--- config.mk ---
export PLATFORM = sky130hd
export DESIGN_NAME = serial_add_sub
export DESIGN_NICKNAME = d
export VERILOG_FILES = /design/src/rtl/serial_add_sub.sv
export SDC_FILE = /design/constraint.sdc
export NUM_CORES = 1
export LEC_CHECK = 0
export CAP_MARGIN = 10
export CORE_MARGIN = 3
export CORE_UTILIZATION = 45
export DETAILED_ROUTE_END_ITERATION = 7
export PLACE_DENSITY = 0.8
export RECOVER_POWER = 25
export SLEW_MARGIN = 10
export SYNTH_ARGS = -nofsm -noshare
export SYNTH_HDL_FRONTEND = slang
export SYNTH_SLANG_ARGS = --single-unit
--- constraint.sdc ---
create_clock -name clk -period 3.2 [get_ports clk]
set_clock_uncertainty 0.15 [all_clocks]
set_input_delay 0.64 -clock clk [delete_from_list [all_inputs] [get_ports clk]]
set_output_delay 0.64 -clock clk [all_outputs]
set_load 0.02 [all_outputs]
--- src/rtl/serial_add_sub.sv ---
// serial_add_sub: multi-cycle adder/subtractor working DIGIT bits per clock,
// least significant digit first, with the carry held in a register between
// digits. A start/busy/done handshake wraps each operation, and the result
// registers hold the last completed result until the next completion.
//
// state | meaning
// ------+------------------------------------------------------------------
// IDLE  | waiting for start; result registers hold the last result
// RUN   | one digit is added per clock; NDIG cycles in total
// DONE  | one-cycle done pulse; start here begins the next op with no bubble

module serial_add_sub #(
    parameter int WIDTH = 16,
    parameter int DIGIT = 4
) (
    input  logic             clk,
    input  logic             rst,
    input  logic             start,
    input  logic             sub,
    input  logic [WIDTH-1:0] a,
    input  logic [WIDTH-1:0] b,
    output logic             busy,
    output logic             done,
    output logic [WIDTH-1:0] sum,
    output logic             carry,
    output logic             overflow
);

    localparam int NDIG = WIDTH / DIGIT;
    localparam int CW   = (NDIG > 1) ? $clog2(NDIG) : 1;
    localparam logic [CW-1:0] LAST_DIG = CW'(NDIG - 1);

    localparam logic [1:0] IDLE = 2'd0;
    localparam logic [1:0] RUN  = 2'd1;
    localparam logic [1:0] DONE = 2'd2;

    logic [1:0]       state;
    logic [WIDTH-1:0] opa;
    logic [WIDTH-1:0] opb;
    logic             cin;
    logic [WIDTH-1:0] acc;
    logic [CW-1:0]    cnt;
    // Operand sign bits are kept aside because opa/opb are shifted away.
    logic             msb_a;
    logic             msb_b;

    logic [DIGIT:0]         dsum;
    logic [WIDTH+DIGIT-1:0] acc_ext;
    logic [WIDTH-1:0]       acc_next;
    logic                   unused_acc_lsb;

    // One digit of the ripple: current low digits plus the registered carry.
    always_comb begin
        dsum = {1'b0, opa[DIGIT-1:0]} + {1'b0, opb[DIGIT-1:0]}
             + {{DIGIT{1'b0}}, cin};
    end

    // New digit enters the accumulator from the MSB side; the oldest
    // DIGIT bits fall off the bottom (they were already moved upward).
    assign acc_ext        = {dsum[DIGIT-1:0], acc};
    assign acc_next       = acc_ext[WIDTH+DIGIT-1:DIGIT];
    assign unused_acc_lsb = ^acc_ext[DIGIT-1:0];

    // Sequencer, operand shifters, carry chain and result registers.
    always_ff @(posedge clk or posedge rst) begin
        if (rst) begin
            state    <= IDLE;
            opa      <= '0;
            opb      <= '0;
            cin      <= 1'b0;
            acc      <= '0;
            cnt      <= '0;
            msb_a    <= 1'b0;
            msb_b    <= 1'b0;
            sum      <= '0;
            carry    <= 1'b0;
            overflow <= 1'b0;
        end else begin
            case (state)
                IDLE, DONE: begin
                    if (start) begin
                        opa   <= a;
                        opb   <= sub ? ~b : b;
                        cin   <= sub;
                        msb_a <= a[WIDTH-1];
                        msb_b <= sub ? ~b[WIDTH-1] : b[WIDTH-1];
                        acc   <= '0;
                        cnt   <= '0;
                        state <= RUN;
                    end else begin
                        state <= IDLE;
                    end
                end
                RUN: begin
                    cin <= dsum[DIGIT];
                    opa <= opa >> DIGIT;
                    opb <= opb >> DIGIT;
                    acc <= acc_next;
                    cnt <= cnt + CW'(1);
                    if (cnt == LAST_DIG) begin
                        sum      <= acc_next;
                        carry    <= dsum[DIGIT];
                        overflow <= (msb_a == msb_b) && (acc_next[WIDTH-1] != msb_a);
                        state    <= DONE;
                    end
                end
                default: state <= IDLE;
            endcase
        end
    end

    assign busy = (state == RUN);
    assign done = (state == DONE);

endmodule
# After elaboration in Yosys (flattened, before gate mapping)

Cells that the tools add are included.

Output and inout bits: 20
Bits in registers: 73
Logic and storage cells: 45
Bits of input ports: 36

Reduce and logical (&&, ||, !) cells: 7
$add $sub $neg: 3
Bitwise gates (word level): 2
Equality and inequality tests: 7
Mux-type cells: 15

Operators with widths:

| kind                  | number |
|---|---|
| $pmux W16 S2          | 3 |
| $mux W16              | 4 |
| $not A16 Y16          | 1 |
| $pmux W2 S2           | 2 |
| $reduce_and A2 Y1     | 3 |
| $add A4 B4 Y5         | 1 |
| $add A5 B1 Y5         | 1 |
| $eq A2 B2 Y1 const B  | 2 |
| $mux W2               | 2 |
| $mux W1               | 3 |
| $add A2 B1 Y2 const B | 1 |
| $eq A2 B1 Y1 const B  | 1 |
| $logic_not A2 Y1      | 1 |
| $ne A2 B1 Y1 const B  | 1 |
| $ne A2 B2 Y1 const B  | 1 |
| $pmux W1 S2           | 1 |
| $reduce_bool A2 Y1    | 1 |
| $reduce_or A2 Y1      | 1 |
| $eq A1 B1 Y1          | 1 |
| $logic_and A1 B1 Y1   | 1 |
| $ne A1 B1 Y1          | 1 |
| $not A1 Y1            | 1 |

# Longest topological paths before layout

Gate-level depths: netlist of the first run.

Word-level depth: 4
Mapped depth: 7
Depth with buffers taken out: 6

# Worst setup path before layout of the first run

Ideal clock, no wire load.

Kind: register -> register
Start point: reg opa[0]
End point: reg cin
Arrival time: 1.626 ns
Setup slack: 1.293 ns
Data required time: 2.920 ns
Period minus slack after synthesis: 1.907 ns
Stages on the path, launching flop included: 6
Path buffers: 0
Library setup time: 0.130 ns
Cell sequence: dfrtp_1 -> fa_1 -> fa_1 -> a21o_1 -> a21oi_1 -> o21ai_0

Cells in the longest elaborated chain, start to end: 3

RTL lines:

| element                | line | text |
|---|---|---|
| start, declared        | 38   | `logic [WIDTH-1:0] opa;` |
| start signal, assigned | 96   | `opa <= opa >> DIGIT;` |
| $add A4 B4 Y5          | 54   | `dsum = {1'b0, opa[DIGIT-1:0]} + {1'b0, opb[DIGIT-1:0]}` |
| $add A5 B1 Y5          | 55   | `+ {{DIGIT{1'b0}}, cin};` |
| $pmux W1 S2            | 79   | `case (state)` |
| end signal, assigned   | 84   | `cin <= sub;` |
| end signal, assigned   | 95   | `cin <= dsum[DIGIT];` |
| end, declared          | 40   | `logic cin;` |

Every way passes these cells.
A chain may end at the register's enable or synchronous reset.

# Worst setup path in the final report of the first run

Start point: reg state[1]
End point: out busy

Cells in the longest elaborated chain, start to end: 1

RTL lines:

| element                | line | text |
|---|---|---|
| start, declared        | 37   | `logic [1:0] state;` |
| start signal, assigned | 67   | `state <= IDLE;` |
| start signal, assigned | 89   | `state <= RUN;` |
| start signal, assigned | 91   | `state <= IDLE;` |
| $eq A2 B1 Y1           | 112  | `assign busy = (state == RUN);` |
| end, declared          | 22   | `output logic busy,` |

Every way passes these cells.

==> qor.csv, run 1 <==
stage,metric,value,unit
clocking,CTS tree,done,
synth,multiplexer share of the synthesized area,6.500,%
place,PortBufs,55,
global_route,vias in the first global route,1987,
cells_and_area,"commonest non-fill, non-tap cell in the layout",dfrtp_1,
setup_path,Crit. Startpoint,state[1],
synth,register area share after synthesis,56.42,%
detailed_routing,via/cell ratio,5.331,
synth,Synth Area in XOR/XNOR,5.151,%
clocking,# Post-CTS Setup Buffers,0,
clocking,# hold bufs at CTS,0,
floorplan,die area,7826,um2
clocking,CTS H-tree depth,3,
detailed_routing,DRT Pass-1 Iters,4,
detailed_routing,WL per Instance,15.19,um
sta,final period utilization,85.04,%
synth,Post-Synthesis Cell Area,3060,um2
setup_path,Required @ worst endpoint,2.41,ns
clocking,Root Buffer,clkbuf_8,
sta,Max Slew Vio Count,0,
synth,Syn Nets,288,
floorplan,Cell Rows,29,
synth,area share of fa/ha/maj cells after synthesis,2.944,%
detailed_routing,DR vias,2031,
synth,Synth Instances,246,
clocking,Num CTS Buffers,9,
detailed_routing,Final ANT Viol Nets,0,
global_route,first-pass GRT wire length,9577,um
power_and_ir_drop,Tot Pwr,3.869,mW
sta,final hold violation count,0,
setup_path,Worst EP arrival,1.93,ns
synth,Yosys top cell area share,56.42,%
sta,# setup viols final,0,
cells_and_area,share of layout cells above drive strength 1,12.83,%
floorplan,Die W,88.47,um
detailed_routing,Post-Route WL,5786,um
hold_path,worst min-delay path startpoint,opa[4],
synth,#FFs+latches synth,69,
hold_path,worst min path class,reg2reg,
synth,Synth Warn #,0,
clocking,clock-pin slew on the worst setup and hold paths,0.07,ns
global_route,final global-route overflow total,0,
place,GPL Wtd Cong,0.7812,
clocking,CTS max path bufs,2,
sta,worst-margin pin slew,1.213,ns
clocking,Clock Latency Late Sink,0.33,ns
cells_and_area,nets@finish,341,
sta,Slew headroom,19.06,%
setup_path,critical path launch point type,register,
global_route,initial antenna violation count,0,
cells_and_area,synthesis-to-layout area growth,24.61,%
sta,RSZ-0062 raised after global routing,no,
synth,Simple-Gate Fraction of Synth Area,8.994,%
setup_path,Critical Path End Type,primary output,
cells_and_area,most frequent cells in the layout,"69 x dfrtp_1, 54 x clkdlybuf4s50_1, 40 x nand2_1",
synth,combinational family with the most area after synthesis,compound AO/OA/AOI/OAI gates,
job,max-cap violation count,0,
floorplan,Die Ht,88.47,um
global_route,GRT Overall Usage,16.25,%
sta,Peak Freq,367.5,MHz
floorplan,Ports,56,
synth,ranking of synthesized cells by area,"dfrtp_1 56%, nand2_1 4.9%, xnor2_1 4.9%",
power_and_ir_drop,Power per Cell Area,1014,nW/um2
hold_path,WHS Path Cells,2,
sta,Final Critical Period,2.721,ns
detailed_routing,number of remaining DRC errors,0,
clocking,clock sink count,69,
synth,"area leader, netlist",dfrtp_1,
synth,Synth cell types,32,
detailed_routing,DRT iter0 DRCs,136,
synth,compound-cell area share of the yosys netlist,14.64,%
setup_path,critical setup path kind,reg2out,
setup_path,FF-to-FF path depth,5,
clocking,CTS resizes,0,
synth,syn_area_per_cell,12.44,um2
floorplan,Starting Density,47.38,%
floorplan,Core ar.,6459,um2
setup_path,FF-to-FF Start,state[0],
global_route,largest net degree at the start of global routing,48,
power_and_ir_drop,Leakage,1.730,nW
place,DP HPWL,3922,um
sta,setup TNS,0,ns
setup_path,"Max FO, Critical Path",39,
status,outcome,finished clean,
power_and_ir_drop,Worst VDD drop,342.4,uV
cells_and_area,ant diodes,0,
## sequential cells by signal, summed over array words and instances (netlist names)
| register | flops |
|---|---|
| overflow | 1 |
| sum | 16 |
| msb_b | 1 |
| acc | 12 |
| opb | 16 |
| cnt | 2 |
| state | 2 |
| msb_a | 1 |
| cin | 1 |
| carry | 1 |
| opa | 16 |
## metal layers
metal  global-route usage [%]  up-vias  part of all wire [%]
met2                    24.68       71                    47
li1                         -      975                     -
met3                    4.842        4                   5.3
met1                    22.11      981                    47
met5                        0        -                     0
met4                    6.181        0                  0.60
## metrics by stage
step / hold slack [ns] / util [%] / cell area [um2] / std cells / worst slack (ns)
CTS: 0.3357 / 59.05 / 3814 / 381 / 0.4604
floorplan: 0.2952 / - / 3060 / 246 / 0.6701
detailed placement: 0.3175 / 55.77 / 3602 / 365 / 0.6814
global route: 0.3556 / 59.05 / 3814 / 381 / 0.3714
finish: 0.3343 / 59.05 / 3814 / 381 / 0.4787
global placement: 0.3093 / 55.77 / 3602 / 365 / 0.7345
## area by class of cell
| type | instances | area (um2) |
|---|---|---|
| Fill cell | 540 | 2645 |
| Inverter | 3 | 16.27 |
| Tap cell | 77 | 96.34 |
| Timing Repair Buffer | 58 | 585.6 |
| Sequential cell | 69 | 1727 |
| Clock buffer | 13 | 168.9 |
| Clock inverter | 3 | 42.54 |
| Multi-Input combinational cell | 158 | 1177 |
## final timing paths
path,slack (ns),to
max reg2reg,1.13,cin
min reg2reg,0.33,opa[4]
max in group asynchronous,1.18,opb[7]
max,0.48,busy
min in group asynchronous,0.92,sum[1]
min,0.33,opa[4]
## worst max-delay path, cell delays in order, from the launching register on
cell,delay [ns]
dfrtp_1,0.39
nand2b_4,0.17
inv_4,0.33
clkdlybuf4s50_1,0.69
## kinds of logic after synthesis
| family | Yosys count |
|---|---|
| flops | 69 |
| compound gates | 56 |
| simple gates | 63 |
| xor+xnor | 18 |
| buf+inv | 19 |
| mux | 15 |
| fa+ha+maj | 6 |
## synth_stat cells
master / n
o211ai_1: 1
nor2_1: 13
buf_12: 1
nand2_4: 1
fa_1: 2
a211o_1: 1
ha_1: 4
nand2b_4: 1
buf_4: 1
nand2b_1: 1
buf_6: 8
mux2_2: 7
nand2_1: 40
and3b_1: 1
a21o_1: 2
xnor2_1: 17
nor2b_1: 2
inv_1: 1
a21oi_1: 1
o21ai_0: 9
inv_4: 2
or3_1: 1
a21oi_2: 1
nand3_1: 2
dfrtp_1: 69
xor2_1: 1
a221o_1: 12
mux2_4: 8
buf_2: 6
a22o_1: 16
a22oi_1: 13
nor3b_1: 1
## power breakdown
part | switching, mW | internal, mW | total (mW) | leakage [nW]
combinational | 0.813 | 0.795 | 1.61 | 0.749
sequential | 0.266 | 1.26 | 1.53 | 0.875
clock | 0.309 | 0.423 | 0.732 | 0.106
Note: power is estimated with default switching activity, not from simulation.
==> inputs of run 2 (changes only) <==
--- a/config.mk
+++ b/config.mk
@@ -6,7 +6,7 @@
 export NUM_CORES = 1
 export LEC_CHECK = 0
 export CAP_MARGIN = 10
-export CORE_MARGIN = 3
+export CORE_MARGIN = 8
 export CORE_UTILIZATION = 45
 export DETAILED_ROUTE_END_ITERATION = 7
 export PLACE_DENSITY = 0.8
==> qor.csv, run 2 (same netlist as run 1, synthesis figures left out) <==
stage,metric,value,unit,change
global_route,first-pass GRT wire length,10520,um,+9.9%
clocking,Clock Latency Late Sink,0.34,ns,about the same
power_and_ir_drop,Leakage,1.750,nW,+1.1%
global_route,GRT Overall Usage,13.69,%,-2.6 points
place,Post-DP Area,3606,um2,+0.10%
detailed_routing,number of remaining DRC errors,0,,unchanged
hold_path,worst min path class,reg2reg,,
setup_path,critical setup path kind,reg2out,,
setup_path,FF-to-FF Start,state[0],,
setup_path,R2R Path End,opb[6],,
sta,Max Slew Vio Count,0,,unchanged
floorplan,Cell Rows,30,,+3.4%
clocking,# hold bufs at CTS,0,,unchanged
setup_path,Worst EP arrival,1.94,ns,about the same
place,PortBufs,55,,unchanged
setup_path,Crit. Startpoint,state[1],,
clocking,# Post-CTS Setup Buffers,0,,unchanged
detailed_routing,Post-Route WL,6235,um,+7.8%
clocking,CTS max path bufs,2,,unchanged
floorplan,Core ar.,6681,um2,+3.4%
status,outcome,finished clean,,
sta,Hold WS,0.3338,ns,-0.0004460 ns
sta,RSZ-0062 raised after global routing,no,,
cells_and_area,"commonest non-fill, non-tap cell in the layout",dfrtp_1,,
sta,worst-margin pin slew,1.188,ns,-0.02460 ns
cells_and_area,"Design Area, Final",3852,um2,+1.0%
setup_path,critical path launch point type,register,,
hold_path,WHS Path Cells,2,,unchanged
sta,final hold violation count,0,,unchanged
power_and_ir_drop,Worst VDD drop,402.7,uV,+18%
detailed_routing,via/cell ratio,5.287,,-0.82%
sta,Peak Freq,366.7,MHz,-0.22%
floorplan,Die Ht,98.47,um,+11%
global_route,largest net degree at the start of global routing,48,,unchanged
detailed_routing,DR vias,2025,,-0.30%
floorplan,die area,9695,um2,+24%
cells_and_area,most frequent cells in the layout,"69 x dfrtp_1, 54 x clkdlybuf4s50_1, 40 x nand2_1",,
cells_and_area,share of layout cells above drive strength 1,12.87,%,+0.042 points
place,Placed Cells,368,,+0.82%
clocking,CTS H-tree depth,3,,unchanged
clocking,clock-pin slew on the worst setup and hold paths,0.07,ns,about the same
cells_and_area,ant diodes,0,,unchanged
sta,# setup viols final,0,,unchanged
setup_path,"Max FO, Critical Path",39,,unchanged
sta,setup TNS,0,ns,unchanged
power_and_ir_drop,Power per Cell Area,1045,nW/um2,+3.0%
detailed_routing,Final ANT Viol Nets,0,,unchanged
clocking,clock sink count,69,,unchanged
clocking,Root Buffer,clkbuf_8,,
setup_path,FF-to-FF path depth,4,,-1
place,DP HPWL,4375,um,+12%
place,GPL Wtd Cong,0.7455,,-4.6%
sta,Slew headroom,20.70,%,+1.6 points
setup_path,Critical Path End Type,primary output,,
job,max-cap violation count,0,,unchanged
detailed_routing,WL per Instance,16.28,um,+7.2%
cells_and_area,top flop regs,"opa x16, opb x16, sum x16",,
detailed_routing,DRT iter0 DRCs,78,,-43%
setup_path,CP endpoint,busy,,
cells_and_area,synthesis-to-layout area growth,25.88,%,
clocking,CTS tree,done,,
floorplan,Ports,56,,unchanged
clocking,Num CTS Buffers,9,,unchanged
cells_and_area,final cell count without fillers,383,,+0.52%
floorplan,Starting Density,45.81,%,-1.6 points
setup_path,Worst R2R Setup Slack,1.11,ns,-0.02 ns
floorplan,Die W,98.47,um,+11%
cells_and_area,nets@finish,341,,unchanged
setup_path,Required @ worst endpoint,2.41,ns,about the same
global_route,final global-route overflow total,0,,unchanged
sta,final period utilization,85.23,%,+0.19 points
global_route,vias in the first global route,2140,,+7.7%
clocking,CTS resizes,0,,unchanged
sta,Final Critical Period,2.727,ns,+0.006053 ns
detailed_routing,DRT Pass-1 Iters,4,,unchanged
global_route,initial antenna violation count,0,,unchanged
==> run 2: power breakdown <==
group	switching [mW]	leakage, nW	internal (mW)
Sequential	0.263	0.875	1.26
Combinational	0.835	0.749	0.798
Clock	0.311	0.125	0.555
==> run 2: stage by stage <==
step,setup slack [ns],utilization (%),power (mW)
after floorplan,0.6701,-,2.743
after global placement,0.7498,53.97,3.090
after detailed placement,0.6882,53.97,3.196
after CTS,0.4446,57.66,4.065
after global routing,0.3854,57.66,4.284
final,0.4727,57.66,4.025
==> run 2: final cells by class <==
cell class                      instances  area, um2
Clock buffer                           11      151.4
Clock inverter                          4      95.09
Fill cell                             565       2829
Inverter                                3      16.27
Multi-Input combinational cell        158       1177
Sequential cell                        69       1727
Tap cell                               80      100.1
Timing Repair Buffer                   58      585.6
==> run 2: worst min-delay path by stage <==
stage          slack [ns]  endpoint    start
6_report             0.33    opa[7]   opa[7]
5_1_grt              0.37   opb[15]  opb[15]
4_1_cts              0.34    opa[7]   opa[7]
3_5_place_dp         0.32    opa[7]   opa[7]
3_3_place_gp         0.31    opa[5]   opa[5]
2_1_floorplan        0.30    opa[8]   opa[8]
==> run 2: per-layer routing <==
| layer | up-vias | routed length (um) | track usage, % |
|---|---|---|---|
| li1 | 971 | - | - |
| met4 | 0 | 127 | 8.028 |
| met2 | 55 | 2949 | 21.25 |
| met3 | 10 | 308 | 3.946 |
| met1 | 989 | 2849 | 16.62 |
| met5 | - | 0 | 0 |
==> run 2: worst max-delay path, stage by stage, from the launching register on <==
cell,delay [ns]
dfrtp_1,0.39
nand2b_4,0.17
inv_4,0.34
clkdlybuf4s50_1,0.69
==> inputs of run 3 (changes only) <==
--- a/config.mk
+++ b/config.mk
@@ -11,7 +11,7 @@
 export DETAILED_ROUTE_END_ITERATION = 7
 export PLACE_DENSITY = 0.8
 export RECOVER_POWER = 25
-export SLEW_MARGIN = 10
+export SLEW_MARGIN = 0
 export SYNTH_ARGS = -nofsm -noshare
 export SYNTH_HDL_FRONTEND = slang
 export SYNTH_SLANG_ARGS = --single-unit
==> results of run 3 <==
Final layout, timing and power as in run 2 (identical DEF).
